`src/rtl/dot_product_sequencer.sv`:
```
// Signed dot-product sequencer: accepts (a, b) pairs over a valid/ready handshake,
// multiplies each pair and accumulates through a ripple-carry adder with sticky overflow.

module carry_ripple_adder #(
    parameter int BIT_WIDTH = 32
) (
    input  logic [BIT_WIDTH-1:0] a,
    input  logic [BIT_WIDTH-1:0] b,
    input  logic                 carry_in,
    output logic [BIT_WIDTH-1:0] sum,
    output logic                 overflow
);

    logic [BIT_WIDTH:0] carry;

    // NOTE: every output of a combinational block gets a default first so no latch is inferred.
    always_comb begin
        carry    = '0;
        sum      = '0;
        carry[0] = carry_in;
        for (int i = 0; i < BIT_WIDTH; i++) begin
            sum[i]       = a[i] ^ b[i] ^ carry[i];
            carry[i + 1] = (a[i] & b[i]) | (carry[i] & (a[i] ^ b[i]));
        end
    end

    // Signed overflow: carry into the sign bit differs from carry out of it.
    assign overflow = carry[BIT_WIDTH] ^ carry[BIT_WIDTH-1];

endmodule

module dot_product_sequencer #(
    parameter int BIT_WIDTH = 32,
    parameter int LEN_WIDTH = 8
) (
    input  logic                 clk,
    input  logic                 rst_n,
    input  logic                 start,
    input  logic [LEN_WIDTH-1:0] length,
    input  logic                 in_valid,
    output logic                 in_ready,
    input  logic [BIT_WIDTH-1:0] a_in,
    input  logic [BIT_WIDTH-1:0] b_in,
    output logic                 busy,
    output logic                 done,
    output logic [BIT_WIDTH-1:0] result,
    output logic                 overflow,
    output logic                 negative
);

    typedef enum logic [1:0] {
        IDLE,
        ACCEPT,
        DRAIN,
        DONE
    } state_t;

    state_t                 state;
    logic [LEN_WIDTH-1:0]   count;
    logic [BIT_WIDTH-1:0]   product;
    logic                   product_valid;

    logic signed [2*BIT_WIDTH-1:0] a_ext;
    logic signed [2*BIT_WIDTH-1:0] b_ext;
    logic signed [2*BIT_WIDTH-1:0] full_product;
    logic                          mul_overflow;
    logic [BIT_WIDTH-1:0]          acc_sum;
    logic                          acc_overflow;
    logic                          accept;
    logic                          last_pair;

    assign a_ext        = {{BIT_WIDTH{a_in[BIT_WIDTH-1]}}, a_in};
    assign b_ext        = {{BIT_WIDTH{b_in[BIT_WIDTH-1]}}, b_in};
    assign full_product = a_ext * b_ext;

    // The product fits only if its upper half is a pure sign extension of the lower half.
    assign mul_overflow = full_product !=
                          {{BIT_WIDTH{full_product[BIT_WIDTH-1]}}, full_product[BIT_WIDTH-1:0]};

    assign accept    = in_valid & in_ready;
    assign last_pair = (count == LEN_WIDTH'(1));
    assign negative  = result[BIT_WIDTH-1];

    carry_ripple_adder #(
        .BIT_WIDTH(BIT_WIDTH)
    ) u_adder (
        .a        (result),
        .b        (product),
        .carry_in (1'b0),
        .sum      (acc_sum),
        .overflow (acc_overflow)
    );

    // NOTE: sequential state uses non-blocking assignments so every register samples pre-edge values.
    always_ff @(posedge clk or negedge rst_n) begin
        if (!rst_n) begin
            state         <= IDLE;
            in_ready      <= 1'b0;
            busy          <= 1'b0;
            done          <= 1'b0;
            result        <= '0;
            overflow      <= 1'b0;
            count         <= '0;
            product       <= '0;
            product_valid <= 1'b0;
        end else begin
            done <= 1'b0;

            // The accumulate stage trails the multiply stage by one edge.
            if (product_valid) begin
                result <= acc_sum;
                if (acc_overflow) begin
                    overflow <= 1'b1;
                end
            end

            case (state)
                IDLE: begin
                    if (start) begin
                        count         <= length;
                        result        <= '0;
                        overflow      <= 1'b0;
                        product_valid <= 1'b0;
                        busy          <= 1'b1;
                        if (length == '0) begin
                            state <= DONE;
                            done  <= 1'b1;
                        end else begin
                            state    <= ACCEPT;
                            in_ready <= 1'b1;
                        end
                    end
                end

                ACCEPT: begin
                    product_valid <= accept;
                    if (accept) begin
                        product <= full_product[BIT_WIDTH-1:0];
                        count   <= count - 1'b1;
                        if (mul_overflow) begin
                            overflow <= 1'b1;
                        end
                        if (last_pair) begin
                            state    <= DRAIN;
                            in_ready <= 1'b0;
                        end
                    end
                end

                DRAIN: begin
                    product_valid <= 1'b0;
                    state         <= DONE;
                    done          <= 1'b1;
                end

                DONE: begin
                    busy  <= 1'b0;
                    state <= IDLE;
                end

                default: begin
                    state <= IDLE;
                end
            endcase
        end
    end

endmodule

```
`config.mk`:
```
export PLATFORM = sky130hd
export DESIGN_NAME = dot_product_sequencer
export DESIGN_NICKNAME = d
export VERILOG_FILES = /design/src/rtl/dot_product_sequencer.sv
export SDC_FILE = /design/constraint.sdc
export NUM_CORES = 2
export LEC_CHECK = 0
export CAP_MARGIN = 20
export CORE_MARGIN = 3
export CORE_UTILIZATION = 40
export CTS_BUF_LIST = sky130_fd_sc_hd__clkbuf_16
export CTS_CLUSTER_SIZE = 12
export DETAILED_ROUTE_END_ITERATION = 8
export GPL_TIMING_DRIVEN = 0
export PLACE_DENSITY = 0.65
export RECOVER_POWER = 100
export SETUP_SLACK_MARGIN = 0.4
export SLEW_MARGIN = 5
export SYNTH_ARGS = -nofsm -noshare
export SYNTH_HDL_FRONTEND = slang
export SYNTH_SLANG_ARGS = --single-unit
```
`constraint.sdc`:
```
create_clock -name clk -period 25.3 [get_ports clk]
set_input_delay 5.06 -clock clk [delete_from_list [all_inputs] [get_ports clk]]
set_output_delay 5.06 -clock clk [all_outputs]
set_load 0.01 [all_outputs]
```
==> reports/qor.txt <==
Ratio of cells with drive above 1 in the final layout: 0.7639%
Distinct cells, synth: 69
Main synth FF type: dfrtp_1
Synthesized instance count: 4451
Yosys warnings: 0
Fraction of the yosys area taken by sequential cells: 4.767%
Final Setup Violations: 0
Arr. time, crit path: 15.87 ns
RSZ-0062 raised after global routing: false
Leading area contributor after synthesis: fa_1
Clock root buffer: clkbuf_16
CTS buffer count: 9
Wire length per cell: 22.56 µm
Post-Synth Simple-Gate Area: 16.54%
Via-to-Cell Ratio: 5.222
Mux share of post-synthesis cell area: 1.059%
Synth Area in Adders: 59.49%
DRC errors left: 0
Clk pin slew, worst setup/hold paths: 0.06 ns
Initial antenna violation count: 18
Rel. slew slack: -119.2%
Clk sinks: 79
Top-area cell type share of the netlist area: 53.73%
Final clock skew: 0.01128 ns
FILL cells: 10010
Post-synth EDFFs: 0
Post-route minimum period: 15.71 ns
Routed Wire Length: 134300 µm
FFs w/ async S/R, synth: 100.0%
CP required: 25.46 ns
Worst setup SP type: input port
Crit path kind: in -> reg
Vias in the first global route: 33610
Status: complete, but fails checks
Yosys reg bits: 79
Xor and xnor fraction of the mapped netlist area: 1.563%
Drt first pass iters: 6
Post-CTS Hold Buffers: 0
Vias: 31100
Critical Path End Type: flop
Slowest-stage cell, CP: a2111oi_0
Slew @ Worst Pin: 3.288 ns
Hold Path Sink: product[28]$_DFFE_PN0P_
HPWL after DPL: 116900 µm
Largest family of logic cells by synthesized area: adder cells
Clock Latency Late Sink: 0.34 ns
Largest net degree at the start of global routing: 62
Fmax: 63.64 MHz
Gr usage total: 25.63%
Die Span Y: 328.0 µm
Failing checks: capacitance limit, slew limit
WHS Path Cells: 2
Num rows: 117
Cell mode on critical path: fa_1
Setup Buffers After CTS: 0
Critical R2R Launch: result[0]$_DFF_PN0_
Core area: 102300 µm²
Final Max Tran Viols: 67
Post-layout util: 43.59%
FF-to-FF setup slack: 11.13 ns
Hold WC Path Type: reg -> reg
Iter 0 DRT Violations: 2590
Worst Path Max Fanout: 10
Chip Width: 328.0 µm
NumNets Final: 5957
Commonest cells post-synth: fa_1 (1113), inv_1 (1086), and2_1 (629)
Max clock buf depth: 2
CTS resizes: 0
Mean post-synth cell area: 9.317 µm²
Htree depth: 3
Total global routing overflow: 0
Die area: 107600 µm²
Crit share post-route: 62.11%
CTS tree: done
Most common cell in the netlist: fa_1
Ports: 113
Ranking of synthesized cells by area: fa_1 (54%), inv_1 (9.8%), and2_1 (9.5%), ha_1 (5.8%), dfrtp_1 (4.8%)
Global-route wire length before repair: 204700 µm
Setup TNS: 0 ns
Worst R2R End: overflow$_DFF_PN0_
Crit path largest cell delay: 1.37 ns
PortBufs: 112
Gp weighted congestion: 1.005
Post-Syn Area: 41470 µm²
Hold violation total from the final report: 0
Area growth syn-to-layout: 7.567%
Post-synth net total: 5831
Synth Area in Compound Gates: 4.550%
Min-delay src: product[28]$_DFFE_PN0P_
Initial Util: 40.53%
Post-route ant nets: 0
Max cap viols: 2
Reg2Reg Depth: 43
routing by layer:
metal  global-route usage [%]  vias up  wire length (µm)
li1                         -    13160                 -
met5                        0        -                13
met3                    5.142      302             12720
met4                    11.25        2              7216
met1                    33.92    16270             52210
met2                    40.93     1367             62190
state kept, by name, indices dropped and copies added (netlist names):
signal         count
busy               1
count              8
done               1
in_ready           1
overflow           1
product           32
product_valid      1
result            32
state              2
stage by stage:
stage          instances  hold slack (ns)  worst slack (ns)  area (µm²)
4_1_cts             5949           0.4837             10.09       44620
5_1_grt             5950           0.5077             9.362       44600
6_report            5955           0.4803             9.587       44610
2_1_floorplan       4451           0.4498             12.06       41470
3_3_place_gp        5931           0.4651             9.450       44300
3_5_place_dp        5933           0.4704             9.750       44330
critical path, delay by kind of cell:
kind	cells	cell delay [ns]
buffers and inverters	8	2.47
xor gates and xnor gates	1	0.35
adders and majority gates	9	4.06
AOI/OAI and AO/OA	4	2.22
and+or+nand+nor	8	1.72
how the worst max path moves through the flow:
stage | from | end | slack [ns] | depth (start not counted)
after global placement | b_in[6] | overflow$_DFF_PN0_ | 9.45 | 28
after detailed placement | b_in[11] | overflow$_DFF_PN0_ | 9.75 | 31
after CTS | b_in[11] | overflow$_DFF_PN0_ | 10.09 | 31
after floorplan | result[0]$_DFF_PN0_ | overflow$_DFF_PN0_ | 12.06 | 43
after global routing | a_in[11] | overflow$_DFF_PN0_ | 9.36 | 30
final | a_in[11] | overflow$_DFF_PN0_ | 9.59 | 30
cell usage in the layout, fill, tap and decap left out, drive strengths merged, types with 10 or more instances in the layout:
cell type,Yosys,final
xnor2,46,46
fa,1113,1113
nor2,80,80
nand4,20,20
dfrtp,79,79
nand3,24,24
clkdlybuf4s50,0,67
clkbuf,235,246
o21ai,83,83
ha,191,191
xor2,28,28
a211oi,10,10
o21bai,12,12
dlygate4sd3,0,44
a31oi,14,14
mux2i,36,36
a21oi,78,78
nand2,492,492
nor3,20,20
a21o,28,28
and2,629,629
inv,1086,1089
area by class of cell:
cell class,instances,area (µm²),share of cell area [%]
Timing Repair Buffer,115,1137,2.550
Clock inverter,7,65.06,0.1459
Sequential cell,79,1977,4.432
Tap cell,1368,1712,3.837
Clock buffer,9,225.2,0.5049
Antenna cell,5,12.51,0.02805
Multi-Input combinational cell,3045,34490,77.32
Inverter,1086,4076,9.138
Buffer,241,913.4,2.048
kinds of logic after synthesis:
logic type               Yosys count
flip-flops                        79
adder cells (fa/ha/maj)         1304
AO/OA/AOI/OAI                    297
buffers and inverters           1327
XOR/XNOR                          74
AND/OR/NAND/NOR                 1327
multiplexers                      43
Power is not shown: default switching activity piles up to over one toggle a cycle in this logic, so the estimate is an artifact.
